`config.mk`:
```
export PLATFORM = sky130hd
export DESIGN_NAME = f0_period_meter
export DESIGN_NICKNAME = d
export VERILOG_FILES = /design/src/rtl/f0_period_meter.sv
export SDC_FILE = /design/constraint.sdc
export NUM_CORES = 1
export LEC_CHECK = 0
export ABC_AREA = 1
export CAP_MARGIN = 20
export CORE_UTILIZATION = 45
export DETAILED_ROUTE_END_ITERATION = 8
export PLACE_DENSITY_LB_ADDON = 0.2
export SETUP_SLACK_MARGIN = 0.1
export SYNTH_ARGS = -nofsm -noshare
export SYNTH_HDL_FRONTEND = slang
export SYNTH_SLANG_ARGS = --single-unit
```
`constraint.sdc`:
```
create_clock -name clk -period 1.82 [get_ports clk]
set_clock_uncertainty 0.1 [all_clocks]
set_input_delay 0.273 -clock clk [delete_from_list [all_inputs] [get_ports clk]]
set_output_delay 0.273 -clock clk [all_outputs]
set_load 0.02 [all_outputs]
```
`src/rtl/f0_period_meter.sv`:
```
// Conditions the raw firefly pulse f0 (2-flop sync + run-length glitch filter) and measures
// its period and high time in clk cycles, with lock and loss-of-signal reporting.
module f0_period_meter #(
   parameter int CNT_W    = 20,
   parameter int FILT_LEN = 4,
   parameter int TIMEOUT  = 200000
) (
   input  logic             clk,
   input  logic             rst_n,
   input  logic             f0,
   output logic [CNT_W-1:0] period,
   output logic [CNT_W-1:0] high_time,
   output logic             valid,
   output logic             lock,
   output logic             timeout
);

   localparam int RUN_W = $clog2(FILT_LEN + 1);
   localparam logic [CNT_W-1:0] TO_LAST = CNT_W'(TIMEOUT - 1);

   if (64'(TIMEOUT) >= (64'd1 << CNT_W)) begin : g_bad_timeout
      $error("TIMEOUT must be smaller than 2**CNT_W");
   end

   typedef enum logic [0:0] {IDLE, MEASURE} state_t;

   logic [1:0]       sync_q;
   logic             filt_q, filt_d;
   logic [RUN_W-1:0] run_q, run_d;
   logic             rise_q, fall_q;

   state_t           state_q;
   logic [CNT_W-1:0] cnt_q, hcnt_q;
   logic             fall_seen_q, armed_q;
   logic [CNT_W-1:0] period_q, high_q;
   logic             valid_q, lock_q, timeout_q;

   // Level flips only after FILT_LEN consecutive disagreeing samples.
   always_comb begin
      filt_d = filt_q;
      run_d  = '0;
      if (sync_q[1] != filt_q) begin
         if (run_q == RUN_W'(FILT_LEN - 1)) filt_d = ~filt_q;
         else                               run_d  = run_q + RUN_W'(1);
      end
   end

   // Edges are registered from the next-state level so rise and fall see equal delay.
   always_ff @(posedge clk or negedge rst_n) begin
      if (!rst_n) begin
         sync_q <= '0;
         filt_q <= 1'b0;
         run_q  <= '0;
         rise_q <= 1'b0;
         fall_q <= 1'b0;
      end else begin
         sync_q <= {sync_q[0], f0};
         filt_q <= filt_d;
         run_q  <= run_d;
         rise_q <= filt_d & ~filt_q;
         fall_q <= ~filt_d & filt_q;
      end
   end

   always_ff @(posedge clk or negedge rst_n) begin
      if (!rst_n) begin
         state_q     <= IDLE;
         cnt_q       <= '0;
         hcnt_q      <= '0;
         fall_seen_q <= 1'b0;
         armed_q     <= 1'b1;
         period_q    <= '0;
         high_q      <= '0;
         valid_q     <= 1'b0;
         lock_q      <= 1'b0;
         timeout_q   <= 1'b0;
      end else begin
         valid_q   <= 1'b0;
         timeout_q <= 1'b0;
         case (state_q)
            IDLE: begin
               if (rise_q) begin
                  state_q     <= MEASURE;
                  cnt_q       <= '0;
                  hcnt_q      <= CNT_W'(1);
                  fall_seen_q <= 1'b0;
                  armed_q     <= 1'b1;
               end else if (armed_q) begin
                  // Disarms after one strobe so a long loss reports only once.
                  if (cnt_q == TO_LAST) begin
                     timeout_q <= 1'b1;
                     lock_q    <= 1'b0;
                     armed_q   <= 1'b0;
                     cnt_q     <= '0;
                  end else begin
                     cnt_q <= cnt_q + CNT_W'(1);
                  end
               end
            end
            MEASURE: begin
               if (rise_q) begin
                  period_q    <= cnt_q + CNT_W'(1);
                  high_q      <= fall_seen_q ? hcnt_q : cnt_q + CNT_W'(1);
                  valid_q     <= 1'b1;
                  lock_q      <= 1'b1;
                  cnt_q       <= '0;
                  hcnt_q      <= CNT_W'(1);
                  fall_seen_q <= 1'b0;
               end else if (cnt_q == TO_LAST) begin
                  timeout_q <= 1'b1;
                  lock_q    <= 1'b0;
                  armed_q   <= 1'b0;
                  state_q   <= IDLE;
                  cnt_q     <= '0;
               end else begin
                  cnt_q <= cnt_q + CNT_W'(1);
                  if (fall_q) fall_seen_q <= 1'b1;
                  if (filt_q && !fall_seen_q) hcnt_q <= hcnt_q + CNT_W'(1);
               end
            end
            default: state_q <= IDLE;
         endcase
      end
   end

   assign period    = period_q;
   assign high_time = high_q;
   assign valid     = valid_q;
   assign lock      = lock_q;
   assign timeout   = timeout_q;

endmodule
```
==> flow_metrics.env <==
export IMPL_grt_overflow_total=0
export IMPL_peakVddDrop_v=0.000548
export IMPL_crit_path_start="cnt_q[0]"
export IMPL_max_slew_worst_pin_slew_ns=0.527
export IMPL_syn_num_nets=630
export IMPL_max_clock_path_buffers=2
export IMPL_dieArea_um2=11100
export IMPL_ys_warn_count=0
export IMPL_place_hpwl_um=9130
export IMPL_initial_utilization=0.465
export IMPL_nets=720
export IMPL_rows=37
export IMPL_grt_pass1_vias=4187
export IMPL_p_per_area_nw_per_um2=1150
export IMPL_ys_seq_area_frac=0.488
export IMPL_cts_sinks=94
export IMPL_end_kind="flop"
export IMPL_fmax_mhz=586
export IMPL_start_kind="flop"
export IMPL_slowest_delay_ns=0.41
export IMPL_synthTopCellsByCount="nand2_1 (194), dfrtp_1 (93), inv_1 (60)"
export IMPL_cap_viol_max_count=0
export IMPL_drtIter0Drc=192
export IMPL_synth_area_leaders="dfrtp_1 (48%), nand2_1 (15%), inv_1 (4.7%)"
export IMPL_rsz0062_at_grt="yes"
export IMPL_sequentialPowerShare=0.386
export IMPL_power_frac_comb=0.392
export IMPL_ant_nets=0
export IMPL_synthToLayoutAreaGrowth_pct=27.9
export IMPL_timing_final_crit_share=0.937
export IMPL_place_congestion=0.886
export IMPL_cts_root_buffer="clkbuf_8"
export IMPL_p_int_mw=4.35
export IMPL_crit_path_max_fanout=5
export IMPL_hold_viol=0
export IMPL_num_vias=4419
export IMPL_final_util=0.595
export IMPL_htreeDepth=3
export IMPL_reg2reg_to="high_time[14]"
export IMPL_yosysMostFrequentCell="nand2_1"
export IMPL_critPathArrivalTime_ns=1.88
export IMPL_setup_viol=0
export IMPL_critPathTopFamily="simple AND/OR/NAND/NOR gates"
export IMPL_relSlewSlack=0.648
export IMPL_port_buffers=45
export IMPL_gr_usage_all_layers=0.244
export IMPL_syn_instance_count=624
export IMPL_syn_cell_area_um2=4820
export IMPL_n_antenna_cell=0
export IMPL_min_delay_start="f0"
export IMPL_critical_path_class="reg -> reg"
export IMPL_ys_types=39
export IMPL_slowest_stage="dfrtp_1"
export IMPL_yosys_area_top_type_share=0.482
export IMPL_drt_total_wl_um=13000
export IMPL_crit_chain="ha_2, nand3_4, inv_2, nand2_2, nor2_4, nand2_1, nand2_1, nand2_1, o21ai_1, nand2_1"
export IMPL_crit_required_ns=2.00
export IMPL_drc_errors=0
export IMPL_ios=46
export IMPL_grt_start_max_net_pins=95
export IMPL_hold_path_cell_count=1
export IMPL_hold_class="in -> reg"
export IMPL_yosys_register_bits=94
export IMPL_worst_path_buf_inv=1
export IMPL_reg2reg_depth=10
export IMPL_r2r_start="cnt_q[0]"
export IMPL_grt_pass1_wl_um=20900
export IMPL_vias_per_cell=5.17
export IMPL_drt_pass1_iterations=5
export IMPL_finalPower_mw=7.09
export IMPL_numCtsBuffers=9
export IMPL_drive_above_1_share=0.199
export IMPL_rrSetupSlack_ns=0.11
export IMPL_clockPowerShare=0.222
export IMPL_holdPathEnd="sync_q[0]"
export IMPL_switching_share=0.386
export IMPL_antenna_found_initial=0
export IMPL_crit_top_cell="nand2_1"
export IMPL_cts_tree="yes"
export IMPL_wl_per_cell_um=15.2
export IMPL_slew_viol_final=0
export IMPL_synth_top_cell_by_area="dfrtp_1"
export IMPL_switching_power_mw=2.74
export IMPL_layout_min_cycle_time_ns=1.71
export IMPL_outcome="completed"
export IMPL_synthFlopType="dfrtp_1"
export IMPL_clkLatencyLatePin_ns=0.39
export IMPL_fp_dieW_um=106
export IMPL_syn_area_per_cell_um2=7.73
export IMPL_die_y_um=106
export IMPL_ys_async_sr_fraction=1.00
export IMPL_leakage_nw=3.06
export IMPL_design_core_area_um2=10400
export IMPL_synth_edff_count=0
export IMPL_clk_pin_slew_ns=0.10
[worst max-delay path by stage]
stage	slack (ns)	cells past startpoint	to
CTS	0.09	7	high_time[11]
detailed placement	0.04	10	hcnt_q[16]
global placement	0.12	10	high_time[14]
floorplan	0.18	10	high_time[14]
finish	0.11	10	high_time[14]
global route	-0.008	10	high_time[14]
[cells in the final DEF, fill, tap and decap left out, types with 6 or more instances in the layout]
cell           instances
a21oi_1               31
buf_4                 49
clkbuf_8              10
dfrtp_1               91
dlygate4sd2_1         41
inv_1                 59
nand2_1              182
nand2_2               12
nand3_1               30
nand4_1               17
nor2_1                44
nor2_2                15
nor2_4                 6
nor3_1                 7
o21ai_0               25
o21ai_1               18
o21ai_2               11
xor2_1                 7
[layout make-up]
class | instances | area [um2]
Clock inverter | 6 | 85.1
Sequential cell | 94 | 2360
Timing Repair Buffer | 99 | 871
Multi-Input combinational cell | 445 | 2310
Inverter | 65 | 246
Fill cell | 1000 | 4200
Tap cell | 136 | 170
Clock buffer | 10 | 138
[registers in the layout, indices dropped and copies added (netlist names)]
name / flops
armed_q: 1
hcnt_q: 20
rise_q: 1
sync_q: 2
timeout: 1
fall_q: 1
filt_q: 1
high_time: 20
valid: 1
fall_seen_q: 1
state_q: 1
cnt_q: 20
period: 20
run_q: 3
lock: 1
[power by group through the flow]
stage / Combinational [mW] / Sequential [mW] / Clock [mW]
after detailed placement: 2.54 / 2.80 / 0
after global placement: 2.49 / 2.77 / 0
final: 2.78 / 2.73 / 1.57
after floorplan: 1.22 / 3.03 / 0
after global routing: 3.04 / 2.79 / 1.69
after CTS: 2.48 / 2.73 / 1.60
[cells by family after synthesis]
kind of cell               synth area share
xor gates and xnor gates             0.0218
adders and majority gates           0.00778
AOI/OAI and AO/OA                     0.107
and+or+nand+nor                       0.303
buffers and inverters                0.0724
DFF                                   0.488
[per-stage QoR]
step           setup WS, ns  hold slack [ns]  cells  setup TNS (ns)  area, um2
2_1_floorplan         0.176           -0.123    624               0       4820
3_3_place_gp          0.116            0.235    818               0       5610
3_5_place_dp         0.0420            0.239    818               0       5610
4_1_cts              0.0921            0.214    839               0       5840
5_1_grt            -0.00800            0.215    855        -0.00800       6170
6_report              0.114            0.228    855               0       6170
[layer usage]
metal,vias to the layer above,share of wire,global-route usage
li1,2190,-,-
met3,19,0.049,0.0414
met2,92,0.49,0.394
met1,2118,0.44,0.331
met4,0,0.019,0.0873
met5,-,0,0
[repair_timing]
item	in CTS	in global routing
setup buffers	4	13
endpoints found under the setup margin	57	60
resized for setup	46	60
hold endpoints to repair	93	0
pin swaps	0	5
hold buffers	1	0
gates cloned	0	3
Power figures use the tool's default switching activity.
